File: src/rtl/frame_minmax_tracker.sv
// Frame min/max tracker: scans FRAME_LEN unsigned samples over a valid/ready
// stream and reports the extremes and the first index at which each occurred.
//
// state | meaning
// ------+----------------------------------------------------------------
// IDLE  | waiting for start; not ready, not busy
// FIRST | ready for sample 0; seeds both working extremes
// RUN   | ready for samples 1..FRAME_LEN-1; strict compare vs extremes
// DONE  | one-cycle done pulse; results were loaded on entry
module frame_minmax_tracker #(
  parameter int WIDTH     = 8,
  parameter int FRAME_LEN = 16,
  parameter int IDX_W     = 4
) (
  input  logic             clk,
  input  logic             rst_n,
  input  logic             start,
  input  logic             in_valid,
  input  logic [WIDTH-1:0] in_data,
  output logic             in_ready,
  output logic             busy,
  output logic             done,
  output logic [WIDTH-1:0] max_val,
  output logic [WIDTH-1:0] min_val,
  output logic [IDX_W-1:0] max_idx,
  output logic [IDX_W-1:0] min_idx
);

  typedef enum logic [1:0] {
    S_IDLE  = 2'd0,
    S_FIRST = 2'd1,
    S_RUN   = 2'd2,
    S_DONE  = 2'd3
  } state_t;

  // One extra counter bit so the last-index compare never sees a wrapped value.
  localparam int              LAST_IDX_INT = FRAME_LEN - 1;
  localparam logic [IDX_W:0]  LAST_IDX     = LAST_IDX_INT[IDX_W:0];
  localparam logic [IDX_W:0]  CNT_ONE      = {{IDX_W{1'b0}}, 1'b1};

  state_t state, state_nxt;

  logic [IDX_W:0]   cnt, cnt_nxt;
  logic [WIDTH-1:0] wk_max, wk_max_nxt;
  logic [WIDTH-1:0] wk_min, wk_min_nxt;
  logic [IDX_W-1:0] wk_max_idx, wk_max_idx_nxt;
  logic [IDX_W-1:0] wk_min_idx, wk_min_idx_nxt;
  logic             last_accept;

  always_comb begin
    state_nxt      = state;
    cnt_nxt        = cnt;
    wk_max_nxt     = wk_max;
    wk_min_nxt     = wk_min;
    wk_max_idx_nxt = wk_max_idx;
    wk_min_idx_nxt = wk_min_idx;
    last_accept    = 1'b0;
    in_ready       = 1'b0;
    busy           = 1'b0;
    done           = 1'b0;

    case (state)
      S_IDLE: begin
        if (start) begin
          state_nxt = S_FIRST;
          cnt_nxt   = '0;
        end
      end

      S_FIRST: begin
        in_ready = 1'b1;
        busy     = 1'b1;
        if (in_valid) begin
          wk_max_nxt     = in_data;
          wk_min_nxt     = in_data;
          wk_max_idx_nxt = '0;
          wk_min_idx_nxt = '0;
          cnt_nxt        = CNT_ONE;
          state_nxt      = S_RUN;
        end
      end

      S_RUN: begin
        in_ready = 1'b1;
        busy     = 1'b1;
        if (in_valid) begin
          // Strict compares keep the first occurrence on ties.
          if (in_data > wk_max) begin
            wk_max_nxt     = in_data;
            wk_max_idx_nxt = cnt[IDX_W-1:0];
          end
          if (in_data < wk_min) begin
            wk_min_nxt     = in_data;
            wk_min_idx_nxt = cnt[IDX_W-1:0];
          end
          cnt_nxt = cnt + CNT_ONE;
          if (cnt == LAST_IDX) begin
            last_accept = 1'b1;
            state_nxt   = S_DONE;
          end
        end
      end

      S_DONE: begin
        done      = 1'b1;
        state_nxt = S_IDLE;
      end

      default: state_nxt = S_IDLE;
    endcase
  end

  always_ff @(posedge clk or negedge rst_n) begin
    if (!rst_n) begin
      state      <= S_IDLE;
      cnt        <= '0;
      wk_max     <= '0;
      wk_min     <= '0;
      wk_max_idx <= '0;
      wk_min_idx <= '0;
    end else begin
      state      <= state_nxt;
      cnt        <= cnt_nxt;
      wk_max     <= wk_max_nxt;
      wk_min     <= wk_min_nxt;
      wk_max_idx <= wk_max_idx_nxt;
      wk_min_idx <= wk_min_idx_nxt;
    end
  end

  // Results load from the next-state working values so the final sample is
  // already folded in while done is high.
  always_ff @(posedge clk or negedge rst_n) begin
    if (!rst_n) begin
      max_val <= '0;
      min_val <= '1;
      max_idx <= '0;
      min_idx <= '0;
    end else if (last_accept) begin
      max_val <= wk_max_nxt;
      min_val <= wk_min_nxt;
      max_idx <= wk_max_idx_nxt;
      min_idx <= wk_min_idx_nxt;
    end
  end

endmodule

File: config.mk
export PLATFORM = sky130hd
export DESIGN_NAME = frame_minmax_tracker
export DESIGN_NICKNAME = d
export VERILOG_FILES = /design/src/rtl/frame_minmax_tracker.sv
export SDC_FILE = /design/constraint.sdc
export NUM_CORES = 1
export LEC_CHECK = 0
export CELL_PAD_IN_SITES_DETAIL_PLACEMENT = 0
export CELL_PAD_IN_SITES_GLOBAL_PLACEMENT = 2
export CORE_AREA = 10 10 106 108
export DETAILED_ROUTE_END_ITERATION = 10
export DIE_AREA = 0 0 116 118
export PLACE_DENSITY = 0.89
export RECOVER_POWER = 50
export SYNTH_ARGS = -nofsm -noshare
export SYNTH_HDL_FRONTEND = slang
export SYNTH_SLANG_ARGS = --single-unit
File: constraint.sdc
create_clock -name clk -period 3.1 [get_ports clk]
set_clock_uncertainty 0.1 [all_clocks]
set_input_delay 0.62 -clock clk [delete_from_list [all_inputs] [get_ports clk]]
set_output_delay 0.62 -clock clk [all_outputs]
set_load 0.01 [all_outputs]
======== Word-level counts from Yosys, hierarchy flattened ========
Cells that the tools add are included.
storage, ports and cells
  register bits after elaboration ......... 55
  output and inout bits ................... 27
  word-level logic and storage cells ...... 56
cells by class
  $add $sub $neg .......................... 1
  $lt $le $gt $ge ......................... 2
  eq/ne operators ......................... 8
  muxes and demuxes ....................... 30
  reductions and logical operators ........ 5
operator list
  cell                                                 count
  2-to-1 mux 8 bit                                     6
  one-hot mux 8 bit (2 select lines)                   2
  2-to-1 mux 4 bit                                     6
  one-hot mux 4 bit (2 select lines)                   2
  2-to-1 mux 5 bit                                     3
  one-hot mux 5 bit (3 select lines)                   1
  > comparator 8 bit                                   1
  < comparator 8 bit                                   1
  2-to-1 mux 2 bit                                     4
  != test 2 bit, second input constant                 4
  one-hot mux 2 bit (4 select lines)                   1
  AND reduction 4 bit                                  2
  adder 5 x 1 -> 5 bit, second input constant          1
  equality test 5 x 4 -> 1 bit, second input constant  1
  2-to-1 mux 1 bit                                     5
  equality test 2 bit, second input constant           2
  nonzero test 3 bit                                   1
  equality test 2 x 1 -> 1 bit, second input constant  1
  zero test 2 bit                                      1
  OR reduction 2 bit                                   1

======== Logic depth before layout (Yosys ltp) ========
Gate-level depths: netlist (run 1).
  word-level depth ........................ 4
  depth in mapped cells ................... 9
  mapped depth without buffers ............ 7

======== Worst setup path before layout (run 1) ========
No wires, ideal clock.
  path type ............................... input to register
  start point ............................. input in_data[4]
  end point ............................... register min_idx[2]
  library setup time ...................... 125 ps
  data arrival time ....................... 2,230 ps
  required time ........................... 2,875 ps
  path slack .............................. 645 ps
  stages .................................. 7
  path buffers ............................ 1
  path through ............................ ha_1 o2111a_2 and2_0 a221o_1 buf_6 a22o_2 mux2_4
between the ends
  longest elaborated chain between the ends .. 4
ends and longest elaborated chain
  element                             line  source
  start, declared                     19    input logic [WIDTH-1:0] in_data,
  < comparator 8 bit                  92    if (in_data < wk_min) begin
  2-to-1 mux 4 bit                    92
  2-to-1 mux 4 bit                    86    if (in_valid) begin
  one-hot mux 4 bit (2 select lines)  62    case (state)
  named net wk_min_idx_nxt[2]         47    logic [IDX_W-1:0] wk_min_idx, wk_min_idx_nxt;
  end signal, assigned                143   min_idx <= wk_min_idx_nxt;
  end, declared                       26    output logic [IDX_W-1:0] min_idx
The timed path passes the listed nets, and every way through them passes these cells.
A chain may end at the register's enable or synchronous reset.

======== Worst setup path in the final report (run 1) ========
  start point ............................. input in_data[2]
  end point ............................... register min_val[3]
between the ends
  longest elaborated chain between the ends .. 4
ends and longest elaborated chain
  element                             line  source
  < comparator 8 bit                  92
  2-to-1 mux 8 bit                    92
  2-to-1 mux 8 bit                    86
  one-hot mux 8 bit (2 select lines)  62
  end signal, assigned                141   min_val <= wk_min_nxt;
  end, declared                       24    output logic [WIDTH-1:0] min_val,
No other way between the ends.

==> results of run 1 <==
[registers in the layout (all words and copies together) (netlist names)]
| signal | cells |
|---|---|
| wk_max | 8 |
| max_idx | 4 |
| max_val | 8 |
| wk_max_idx | 4 |
| cnt | 5 |
| wk_min | 8 |
| state | 2 |
| wk_min_idx | 4 |
| min_val | 8 |
| min_idx | 4 |
[cells in the final DEF (no fill, tap or decap), types with 8 or more instances in the layout]
| cell type | count |
|---|---|
| buf_4 | 30 |
| inv_1 | 26 |
| ha_1 | 21 |
| a221o_1 | 9 |
| nand4_1 | 8 |
| nor2_1 | 8 |
| o221a_2 | 8 |
| o21ai_0 | 8 |
| dlygate4sd3_1 | 13 |
| dfstp_2 | 8 |
| o211ai_1 | 9 |
| nand2_1 | 37 |
| a21oi_1 | 17 |
| nand3_1 | 12 |
| dfrtp_1 | 47 |
| a22o_2 | 12 |
| clkdlybuf4s50_1 | 24 |
[area by class of cell]
type	instances	area, um2	area share [%]
multi-input cells	223	1630	41.1
well taps	111	139	3.50
clock inverters	2	37.5	0.945
inverters	26	97.6	2.46
flip-flops and latches	55	1390	34.9
clock buffers	6	72.6	1.83
repair buffers	69	604	15.2
[logic make-up after synthesis]
kind of cell,Yosys count,synth area share [%]
buf+inv,50,6.73
simple gates,88,13.7
fa+ha+maj,21,8.12
flops,55,42.8
compound gates,109,26.7
mux,5,1.93
[how the worst max path moves through the flow]
stage                      end        from  slack, ps
floorplan           min_idx[2]  in_data[4]        650
global placement    min_val[1]  in_data[2]         60
detailed placement  min_idx[0]  in_data[3]         80
CTS                       busy    state[0]        340
global route        min_val[3]  in_data[2]        220
finish              min_val[3]  in_data[2]        370
[Yosys cell counts (2+ instances only)]
master / instances / area [um2]
o2bb2ai_1: 6 / 52.6
o21ai_0: 8 / 40.0
mux2_2: 2 / 22.5
and4_1: 2 / 17.5
a22oi_1: 6 / 45.0
and3_1: 3 / 18.8
a211oi_1: 7 / 52.6
o211ai_1: 9 / 67.6
o2111ai_1: 7 / 61.3
mux2_4: 2 / 30.0
buf_4: 2 / 15.0
and2_1: 2 / 12.5
a221oi_1: 5 / 43.8
buf_2: 6 / 30.0
a22o_2: 12 / 120
nand2_1: 37 / 139
clkbuf_1: 13 / 48.8
inv_1: 26 / 97.6
nor4_1: 4 / 25.0
nor2b_1: 2 / 12.5
nand3b_1: 2 / 15.0
nand3_1: 12 / 60.1
o22ai_1: 4 / 25.0
o221a_2: 8 / 90.1
nand4_1: 8 / 50.1
dfstp_2: 8 / 210
buf_6: 2 / 22.5
dfrtp_1: 47 / 1180
nor2_1: 8 / 30.0
a221o_1: 9 / 90.1
ha_1: 21 / 263
a21oi_1: 17 / 85.1
[worst min-delay path: cells and delay by family (launching register included)]
| family | cells | cell delay (ps) |
|---|---|---|
| AO/OA/AOI/OAI | 1 | 60 |
| flip-flops | 1 | 350 |
| AND/OR/NAND/NOR | 1 | 50 |
[metal layers]
metal,global-route usage (%),vias up,part of all wire (%),routed length (um)
met3,3.16,9,5.3,507
met4,3.52,0,0.79,75
met2,22.2,69,49,4620
met5,0,-,0,0
li1,-,1349,-,-
met1,19.3,1366,45,4310
[where the power goes]
part | internal [uW] | switching, uW | total (uW)
registers | 803 | 75.7 | 879
logic | 490 | 842 | 1330
clock network | 242 | 256 | 497
[through the flow]
step / worst slack, ps / util, % / power, uW
4_1_cts: 344 / 43.6 / 2710
6_report: 372 / 43.6 / 2710
2_1_floorplan: 645 / - / 1760
5_1_grt: 223 / 43.6 / 2890
3_3_place_gp: 57.9 / 42.4 / 2190
3_5_place_dp: 82.7 / 42.4 / 2220
==> impl_metrics.json, run 1 <==
{
  "status": "finished, final reports clean",
  "detail_route.wl_per_cell_um": 19.3,
  "worstHoldEndpoint": "cnt[4]",
  "antenna_found_initial": 0,
  "hold_path_class": "reg2reg",
  "cts_buffer_depth": 2,
  "instances_no_fill": 492,
  "initial_utilization_pct": 35.5,
  "fin_nets": 413,
  "vias_per_cell": 5.68,
  "ys_seq_elements": 55,
  "grtUsageTotal_pct": 14.2,
  "cp-start-kind": "input pin",
  "min_from": "cnt[4]",
  "path_max_fanout": 8,
  "p_per_area_nw_per_um2": 682,
  "postCtsResizedCells": 0,
  "grt_overflow": 0,
  "ios": 39,
  "worst_ep_required_time_ps": 3260,
  "ys_async_sr_fraction_pct": 100,
  "postLayoutCellArea_um2": 3970,
  "end_kind": "flop",
  "grt_pass1_vias": 2975,
  "synth_cell_type_count": 53,
  "path_cells": "clkdlybuf4s50_1 -> ha_1 -> o211ai_1 -> o21ai_1 -> a21oi_1 -> a21oi_1 -> a221o_1",
  "fin_crit_sh_pct": 88.0,
  "fmax_mhz": 367,
  "cts_setup_buffers": 0,
  "cts_buffers": 5,
  "worst_pin_slew_ps": 1400,
  "detail_route.iter0.violations": 229,
  "final_max_slew_viol_count": 0,
  "dieHeight_um": 118,
  "hold_ws_ps": 391,
  "dpl_cell_area_um2": 3860,
  "dp_cells": 484,
  "crit_type": "in2reg",
  "r2r_end": "min_val[3]",
  "clkLatencyLatePin_ps": 310,
  "drcViolationCount": 0,
  "synth_nets": 361,
  "critical_path_cell_count": 7,
  "min_path_cells": 2,
  "r2r-start": "state[0]",
  "crit_arrival_ps": 2890,
  "p_leak_uw": 0.00168,
  "cts_tree": "yes",
  "portBuffers": 38,
  "clock-sinks": 55,
  "ir_drop_v": 0.000359,
  "final_layout_size_suffix_gt1_share_pct": 19.4,
  "dp_hpwl_um": 6790,
  "ys_seq_area_share_pct": 42.8,
  "die_w_um": 116,
  "syn-instance-count": 328,
  "grt_pass1_wl_um": 15800,
  "ys_warn_count": 0,
  "synth-main-ff-cell": "dfrtp_1",
  "cap_violations": 0,
  "syn_area_per_cell_um2": 9.87,
  "post-route-min-period_ps": 2730,
  "area_growth_pct": 22.7,
  "syn_area_um2": 3240,
  "dr_total_vias": 2793,
  "ff2ff_setup_slack_ps": 450,
  "fin_tns_setup_ps": 0,
  "drtAntennaViolNets": 0,
  "cts_hold_buffers": 0,
  "cp_slowest_stage_delay_ps": 660,
  "maxSlewHeadroom_pct": 6.45,
  "rows": 35,
  "grt_max_degree": 35,
  "cpLargestDelayFamily": "compound AO/OA/AOI/OAI gates",
  "wl_um": 9520,
  "path_common_cell": "a21oi_1",
  "die_area_um2": 13700,
  "htreeDepth": 2,
  "first_pass_iters": 4,
  "place_congestion": 0.847,
  "clk_pin_slew_worst_paths_ps": 110,
  "cp_slowest_cell": "a21oi_1",
  "diodes": 0,
  "nFillCells": 893,
  "rsz0062_at_grt": "no",
  "hold_violations": 0,
  "rr_worst_depth": 5,
  "setup_viol": 0,
  "synth_edf_count": 0,
  "cts_root_buf": "clkbuf_8",
  "cp_num_buf_inv": 1,
  "core_um2": 9110
}
Note: power is estimated with default switching activity, not from simulation.
==> run 2, diff against run 1 <==
--- a/config.mk
+++ b/config.mk
@@ -7,10 +7,10 @@
 export LEC_CHECK = 0
 export CELL_PAD_IN_SITES_DETAIL_PLACEMENT = 0
 export CELL_PAD_IN_SITES_GLOBAL_PLACEMENT = 2
-export CORE_AREA = 10 10 106 108
+export CORE_AREA = 10 10 115 117
 export DETAILED_ROUTE_END_ITERATION = 10
-export DIE_AREA = 0 0 116 118
-export PLACE_DENSITY = 0.89
+export DIE_AREA = 0 0 125 127
+export PLACE_DENSITY = 0.8
 export RECOVER_POWER = 50
 export SYNTH_ARGS = -nofsm -noshare
 export SYNTH_HDL_FRONTEND = slang
==> constraint.sdc (replaced) <==
create_clock -name clk -period 2.4 [get_ports clk]
set_clock_uncertainty 0.1 [all_clocks]
set_input_delay 0.48 -clock clk [delete_from_list [all_inputs] [get_ports clk]]
set_output_delay 0.48 -clock clk [all_outputs]
set_load 0.01 [all_outputs]
==> impl_metrics.json, run 2 (synthesis gave the netlist of run 1 again) <==
{
  "cts_root_buf": "clkbuf_16",
  "dp_cells": 550,
  "crit_type": "in2reg",
  "die_area_um2": 15900,
  "dr_total_vias": 2916,
  "fin_crit_sh_pct": 95.9,
  "instances_no_fill": 559,
  "antenna_found_initial": 0,
  "crit_arrival_ps": 2380,
  "path_cells": "dlygate4sd2_1 -> ha_1 -> o2111a_2 -> and2_0 -> a221o_1 -> a22o_2 -> mux2_2",
  "grt_max_degree": 29,
  "die_w_um": 125,
  "clkLatencyLatePin_ps": 290,
  "cp_slowest_cell": "a221o_1",
  "place_ws_ps": -430,
  "seq_area_um2": 1390,
  "core_um2": 11100,
  "cap_violations": 0,
  "hold_path_class": "in2async",
  "wl_um": 10100,
  "portBuffers": 38,
  "htreeDepth": 2,
  "end_kind": "flop",
  "hold_ws_ps": 229,
  "fin_ws_ps": 97.2,
  "p_per_area_nw_per_um2": 923,
  "rows": 39,
  "detail_route.wl_per_cell_um": 18.1,
  "utilization_pct": 39.4,
  "grt_overflow": 0,
  "vias_per_cell": 5.22,
  "rsz0062_at_grt": "no",
  "mostFrequentLayoutCells": "61 x buf_4, 47 x dfrtp_1, 37 x nand2_1",
  "switchingPower_uw": 1600,
  "worst_ep_required_time_ps": 2470,
  "detail_route.iter0.violations": 163,
  "place_congestion": 0.824,
  "cp_slowest_stage_delay_ps": 400,
  "p_leak_uw": 0.00190,
  "grtUsageTotal_pct": 12.6,
  "hold_violations": 0,
  "swShare_pct": 39.5,
  "clock-sinks": 55,
  "area_growth_pct": 35.4,
  "p_clk_share_pct": 20.4,
  "initial_utilization_pct": 29.1,
  "pwr-share-comb_pct": 51.7,
  "fin_nets": 448,
  "maxSlewHeadroom_pct": 33.9,
  "final_max_slew_viol_count": 0,
  "cts_tree": "yes",
  "cts_buffers": 5,
  "clk_pin_slew_worst_paths_ps": 70,
  "drtAntennaViolNets": 0,
  "path_max_fanout": 5,
  "ir_drop_v": 0.000433,
  "dieHeight_um": 127,
  "final_layout_size_suffix_gt1_share_pct": 28.1,
  "multi_input_area_um2": 1670,
  "layout_commonest_cell": "buf_4",
  "nFillCells": 1144,
  "fmax_mhz": 434,
  "seq_power_share_pct": 28.0,
  "p_int_uw": 2450,
  "drcViolationCount": 0,
  "setup_viol": 0,
  "cts_buffer_depth": 2,
  "grt_pass1_vias": 3074,
  "ios": 39,
  "worst_pin_slew_ps": 992,
  "post-route-min-period_ps": 2300,
  "diodes": 0,
  "first_pass_iters": 4,
  "cp-start-kind": "input pin",
  "grt_pass1_wl_um": 16700,
  "status": "finished, final reports clean",
  "dp_hpwl_um": 7520
}
==> run 2: changes by cell type in the layout (fill, tap and decap cells not counted), moves of 2 or more <==
| cell | previous run | this run |
|---|---|---|
| buf_12 | 0 | 2 |
| buf_4 | 30 | 61 |
| dlygate4sd2_1 | 0 | 7 |
| clkbuf_16 | 0 | 5 |
| clkbuf_8 | 5 | 0 |
| a211oi_1 | 7 | 5 |
| a211oi_2 | 0 | 2 |
| clkdlybuf4s50_1 | 24 | 16 |
| a21oi_2 | 0 | 2 |
| a21oi_1 | 17 | 15 |
==> run 2: cell type report <==
type / instances / share of cell area [%]
multi-input cells: 223 / 38.1
flip-flops and latches: 55 / 31.6
repair buffers: 104 / 20.2
well taps: 143 / 4.08
clock buffers: 7 / 3.03
inverters: 26 / 2.23
clock inverters: 1 / 0.685
==> run 2: stage by stage <==
stage	area (um2)	power (uW)	TNS, ps
2_1_floorplan	3240	2270	0
3_3_place_gp	4180	3130	-15740
3_5_place_dp	4180	3150	-16540
4_1_cts	4370	4050	0
5_1_grt	4380	4320	0
6_report	4380	4040	0
==> run 2: power by group through the flow <==
stage | Sequential, uW | Clock (uW) | Combinational [uW]
after floorplan | 1120 | 0 | 1150
after global placement | 1140 | 0 | 1990
after detailed placement | 1150 | 0 | 2000
after CTS | 1130 | 858 | 2070
after global routing | 1150 | 909 | 2270
final | 1130 | 825 | 2090
==> run 2: final timing paths <==
path                       startpoint          to  slack, ps  depth (start not counted)
max in group asynchronous       rst_n      cnt[4]        860                          2
max reg2reg                 wk_min[4]  min_idx[0]        130                          7
max                        in_data[4]  min_idx[0]        100                          7
min reg2reg                    cnt[4]      cnt[4]        380                          2
min                             rst_n  max_val[6]        230                          1
min in group clk               cnt[4]      cnt[4]        380                          2
==> run 2: timing repair <==
action / CTS / global route
setup endpoints to repair: 48 / 11
hold buffers: 0 / 0
gates resized for setup: 14 / 6
setup buffers: 0 / 1
pin swaps: 1 / 2
==> run 2: routing by layer <==
layer	vias up	share of wire (%)	routed length, um	global-route usage, %
met5	-	0	0	0
li1	1420	-	-	-
met3	7	3.1	318	2.36
met1	1438	47	4770	16.3
met2	51	49	4950	21.5
met4	0	0.62	63	2.17
==> run 2: critical path, delay by kind of cell <==
| kind | cells | cell delay [ps] |
|---|---|---|
| fa+ha+maj | 1 | 290 |
| compound gates | 3 | 940 |
| buf+inv | 1 | 260 |
| simple gates | 1 | 150 |
| mux | 1 | 250 |
==> patch 1, RTL diff (flow settings as in run 2) <==
Encoding of `state_t`: now one-hot (4 bits for 4 states).
--- a/src/rtl/frame_minmax_tracker.sv
+++ b/src/rtl/frame_minmax_tracker.sv
@@ -28,7 +28,7 @@
 
-  typedef enum logic [1:0] {
-    S_IDLE  = 2'd0,
-    S_FIRST = 2'd1,
-    S_RUN   = 2'd2,
-    S_DONE  = 2'd3
+  typedef enum logic [3:0] {
+    S_IDLE  = 4'b0001,
+    S_FIRST = 4'b0010,
+    S_RUN   = 4'b0100,
+    S_DONE  = 4'b1000
   } state_t;
Formal check against the unedited RTL: no difference found for any inputs over 10 cycles, from zero or initial values and one cycle with rst_n low; not proved beyond that.
==> patch 1 against run 2 <==
  * Maximum frequency fell by 0.93%
  * Total power is 0.36% lower
  * Via count is 0.51% lower
  * Largest cell class unchanged
  * Routed wire length decreased by 5.8%
  * Non-clock buffer count is 16 lower
  * Sequential share of layout area up 0.57 points
  * Worst setup slack got worse by 0.022 ns
  * Highest routed layer unchanged
  * Sequential cell count up 2
  * Combinational power is 40% lower
  * Cell area is 1.9% higher
  * Largest power group is now clock
  * Critical path type unchanged
  * Critical endpoint is now wk_max_idx[3]
  * Count of clock-buffer cells in the layout up 4
  * Synthesized area is 0.54% lower
==> patch 1: results (changes against run 2) <==
The run finished with clean final reports. Count of placed standard cells including taps: 561 (+2.0%). Fraction of layout cells with a size suffix above 1: 21.1% (-7.0 points). The number of CTS-inserted buffers is 9 (+4), and the clock latency reported for the late side of the worst-skew pair is 0.33 ns (+0.04 ns). The commonest cells after synthesis are sky130_fd_sc_hd__dfrtp_1, sky130_fd_sc_hd__nand2_1, sky130_fd_sc_hd__o21ai_0.

Global-route wire length before repair: 16.0 mm (-4.3%). The number of cells on the worst reg-to-reg path is 4 (-3). The standard cell with the maximum stage delay on the critical path is sky130_fd_sc_hd__clkdlybuf4s50_1. The net count reported at finish was 460 (+2.7%); the net count after synthesis was 385 (+6.6%). The weighted congestion at the end of routability-driven global placement is 0.807 (-2.1%), and the routed wire length per instance is 16.4 um (-9.0%). For the maximum vdd drop, the log shows 0.332 mV (-24%). The arrival time of data at the critical path endpoint came out at 2.47 ns (+0.09 ns).

The pre-CTS setup slack came out at -0.650 ns (-0.220 ns). The distinct cell type count of the synthesized netlist was 49 (-7.5%); the met2 usage in global routing was 20.8% (-0.71 points). The run gives 5 (+1) as the number of search-and-repair iterations in the first detailed-routing pass.

The largest driver fanout on the critical path is 7 (+2). For the number of vias in the routed layout, the log shows 2901 (-0.51%). The post-DP HPWL is 6.98 mm (-7.1%), and the headroom to the max-slew limit is 13.8% (-20 points).

The tools report the met3 demand-to-capacity share in global routing as 2.48% (+0.12 points). For the internal power, the log shows 2.71 mW (+11%). The run gives 3072 (-0.065%) as the via count of the first global-routing pass. The logs give 0.23 ns (+0.10 ns) for the setup slack on the worst flop-to-flop path and 1.98 nW (+4.5%) for the standby leakage power.

Sorting the synthesized cells by area gives the leading types as sky130_fd_sc_hd__dfrtp_1, sky130_fd_sc_hd__dfstp_2, sky130_fd_sc_hd__ha_1, sky130_fd_sc_hd__nand2_1, sky130_fd_sc_hd__o21ai_0. The tools report the total track usage as 12.3% (-0.29 points).
## patch 1: final cells by class
| class | count | share of cell area (%) |
|---|---|---|
| clock buffers | 11 | 5.44 |
| inverters | 22 | 1.85 |
| multi-input cells | 253 | 36.6 |
| well taps | 143 | 4.01 |
| flip-flops and latches | 57 | 32.2 |
| repair buffers | 88 | 17.6 |
| clock inverters | 5 | 2.30 |
## patch 1: routing by layer
metal / up-vias / wire length [um]
met5: - / 0
met4: 0 / 143
met3: 10 / 392
met2: 61 / 4680
met1: 1397 / 4300
li1: 1433 / -
## patch 1: power groups by stage
stage | logic [mW] | registers (mW) | clock network [mW]
6_report | 1.26 | 1.28 | 1.49
5_1_grt | 1.43 | 1.31 | 1.56
4_1_cts | 1.22 | 1.28 | 1.51
3_5_place_dp | 1.20 | 1.29 | 0
3_3_place_gp | 1.18 | 1.29 | 0
2_1_floorplan | 0.808 | 1.23 | 0
## patch 1: what timing repair did
action | CTS | global route
resized for setup | 10 | 19
setup endpoints to repair | 22 | 48
buffers inserted | 1 | 1
pin swaps | 2 | 2
## patch 1: how the worst min path moves through the flow
stage	startpoint	to	slack, ns	cells after the start
3_5_place_dp	cnt[4]	cnt[4]	0.37	2
3_3_place_gp	cnt[4]	cnt[4]	0.36	2
5_1_grt	rst_n	wk_max[1]	0.42	1
6_report	rst_n	max_val[4]	0.32	1
2_1_floorplan	rst_n	cnt[0]	0.08	0
4_1_cts	rst_n	wk_max[0]	0.06	1
## patch 1: through the flow
stage,hold slack (ns),setup TNS [ns],instance area [um^2]
3_3_place_gp,0.359,-17.09,4060
2_1_floorplan,0.0844,0,3220
3_5_place_dp,0.371,-18.46,4060
5_1_grt,0.424,-0.0648,4470
4_1_cts,0.0576,-0.0271,4410
6_report,0.324,0,4470
## patch 1: cell families (layout without fill, tap and decap cells)
kind of cell    Yosys count  count (layout)  synth area share, %
simple gates            136             136                 21.7
compound gates           93              93                 18.7
flops                    57              57                 44.7
buf+inv                  46             126                 6.18
fa+ha+maj                17              17                 6.61
mux                       5               5                 1.59
xor+xnor                  2               2                0.544
==> patch 2, RTL diff (config.mk and constraints of run 2) <==
Made on the original files. `IDX_W`: 4 -> 6.
--- a/src/rtl/frame_minmax_tracker.sv
+++ b/src/rtl/frame_minmax_tracker.sv
@@ -12,3 +12,3 @@
   parameter int FRAME_LEN = 16,
-  parameter int IDX_W     = 4
+  parameter int IDX_W     = 6
 ) (
Interface: changed (resized max_idx and min_idx); port bits go from 39 to 43. The function was not compared with the original's and may differ.
==> patch 2 against run 2 <==
  * The flow now finishes with violations (capacitance limit, slew limit, setup timing)
  * Cell area up 1.5%
  * Via count shrank 11%
  * Routed wire length shrank 17%
  * Register-to-register slack got worse by 0.17 ns
  * Total power rose by 9.3%
  * Sequential power increased by 18%
  * Final cell count decreased by 4.5%
  * Highest routed layer unchanged
  * Worst setup slack lost 0.13 ns
  * Largest power group unchanged
  * Synthesized area is 0.70% higher
  * Sequential cell count increased by 10
  * Worst hold slack improved by 0.14 ns
  * Utilization is 0.58 points higher
  * Largest cell class is now registers
==> patch 2: results (changes against run 2) <==
The total track usage came out at 10.7% (-1.9 points). The tools report the post-DP HPWL as 6.03 mm (-20%). The checks that failed: capacitance limit, slew limit, setup timing. The clock latency reported for the late side of the worst-skew pair was 0.33 ns (+0.04 ns).

For the maximum vdd drop, the log shows 0.392 mV (-9.7%). The count of endpoints failing setup in the final report is 6 (+6), and the port buffer count is 42 (+11%). The final-report max-slew violation count was 66 (+66). For the global-route wire length before repair, the log shows 14.1 mm (-16%). The run gives -0.0352 ns (-0.132 ns) as the post-route worst setup slack. The number of vias in the routed layout came out at 2582 (-11%). The standard cell with the maximum stage delay on the critical path is sky130_fd_sc_hd__a2111o_1. In the post-synthesis netlist, the biggest area contributors are sky130_fd_sc_hd__dfrtp_1, sky130_fd_sc_hd__ha_1, sky130_fd_sc_hd__dfstp_2, sky130_fd_sc_hd__nand2_1, sky130_fd_sc_hd__o21ai_0.

The portion of the post-synthesis area used by sequential elements is 50.2% (+7.4 points). The largest driver fanout on the critical path came out at 6 (+1). The flow ran to the end, but the final reports show violations. The run gives 2.55 ns (+0.17 ns) as the arrival time of data at the critical path endpoint.

The net count reported at finish was 418 (-6.7%); the routed wire length per instance was 15.7 um (-13%). The max-cap violation count was 1 (+1). Final standard cell count with taps included and fillers excluded: 534 (-4.5%). The clock slew at the register clock pins of the worst setup and hold paths was 0.05 ns (-0.02 ns). The largest net degree at the start of global routing is 66 (+130%), and the H-tree depth is 3 (+1).

By count the netlist is led by sky130_fd_sc_hd__dfrtp_1, sky130_fd_sc_hd__nand2_1, sky130_fd_sc_hd__nor2_1. The weighted congestion at the end of routability-driven global placement is 0.796 (-3.3%). The maximum single-stage delay on the critical path works out to 0.46 ns (+0.06 ns). The run gives 2.08 nW (+9.6%) as the standby leakage power.
## patch 2: cell count changes after synthesis, moves of 10 or more
cell,run 2,this run
sky130_fd_sc_hd__a31oi_1,1,12
sky130_fd_sc_hd__dfrtp_1,47,57
sky130_fd_sc_hd__nor2_1,8,24
sky130_fd_sc_hd__o21ai_0,8,23
sky130_fd_sc_hd__a22o_2,12,0
sky130_fd_sc_hd__a22o_1,0,12
## patch 2: worst min-delay path by stage
| stage | start | endpoint | slack (ns) | depth (start not counted) |
|---|---|---|---|---|
| 2_1_floorplan | rst_n | cnt[0] | 0.08 | 0 |
| 6_report | min_idx[4] | min_idx[4] | 0.37 | 2 |
| 3_5_place_dp | min_idx[4] | min_idx[4] | 0.37 | 2 |
| 3_3_place_gp | min_idx[4] | min_idx[4] | 0.37 | 2 |
| 5_1_grt | cnt[6] | cnt[6] | 0.40 | 1 |
| 4_1_cts | rst_n | wk_max[6] | 0.08 | 2 |
## patch 2: metal layers
metal	share of wire [%]	GRT usage, %	wire [um]	up-vias
met5	0	0	0	-
met4	1.4	3.46	118	0
met3	4.5	3.27	378	11
met2	48	17.6	4050	50
met1	46	13.1	3860	1264
li1	-	-	-	1257
## patch 2: repair_timing
action                                  4_1_cts  5_1_grt
gates cloned                                  0        0
gates resized for setup                      19        5
buffers inserted                              0        1
endpoints found under the setup margin       43       23
pin swaps                                    13        5
## patch 2: kinds of logic (layout without fill, tap and decap cells)
family                     after synthesis  count (layout)  share of synthesized area, %
AOI/OAI and AO/OA                       83              83                          17.7
muxes                                   14              14                          5.49
DFF                                     65              65                          50.2
adders and majority gates               20              20                          7.68
buffers and inverters                   37             116                          5.64
and+or+nand+nor                         93              93                          13.2
## patch 2: power by group
part	total [mW]	switching (mW)	internal (mW)
clock network	1.33	0.470	0.858
registers	1.33	0.0973	1.24
logic	1.76	0.985	0.775
## patch 2: cell type report
class / count / area [um^2]
Sequential cell: 65 / 1640
Clock buffer: 13 / 260
Multi-Input combinational cell: 210 / 1530
Fill cell: 1101 / 6680
Inverter: 21 / 78.8
Clock inverter: 3 / 40.0
Tap cell: 143 / 179
Timing Repair Buffer: 79 / 723
## patch 2: metrics by stage
| step | power, mW | hold slack [ns] | setup WS (ns) | setup TNS (ns) | util [%] |
|---|---|---|---|---|---|
| 5_1_grt | 4.73 | 0.398 | -0.108 | -0.616 | 40.0 |
| 6_report | 4.42 | 0.370 | -0.0352 | -0.0981 | 40.0 |
| 2_1_floorplan | 2.40 | 0.0844 | -0.0203 | -0.122 | - |
| 4_1_cts | 4.41 | 0.0803 | -0.0525 | -0.103 | 39.8 |
| 3_5_place_dp | 3.03 | 0.370 | -0.692 | -23.66 | 36.7 |
| 3_3_place_gp | 3.00 | 0.366 | -0.654 | -22.57 | 36.7 |
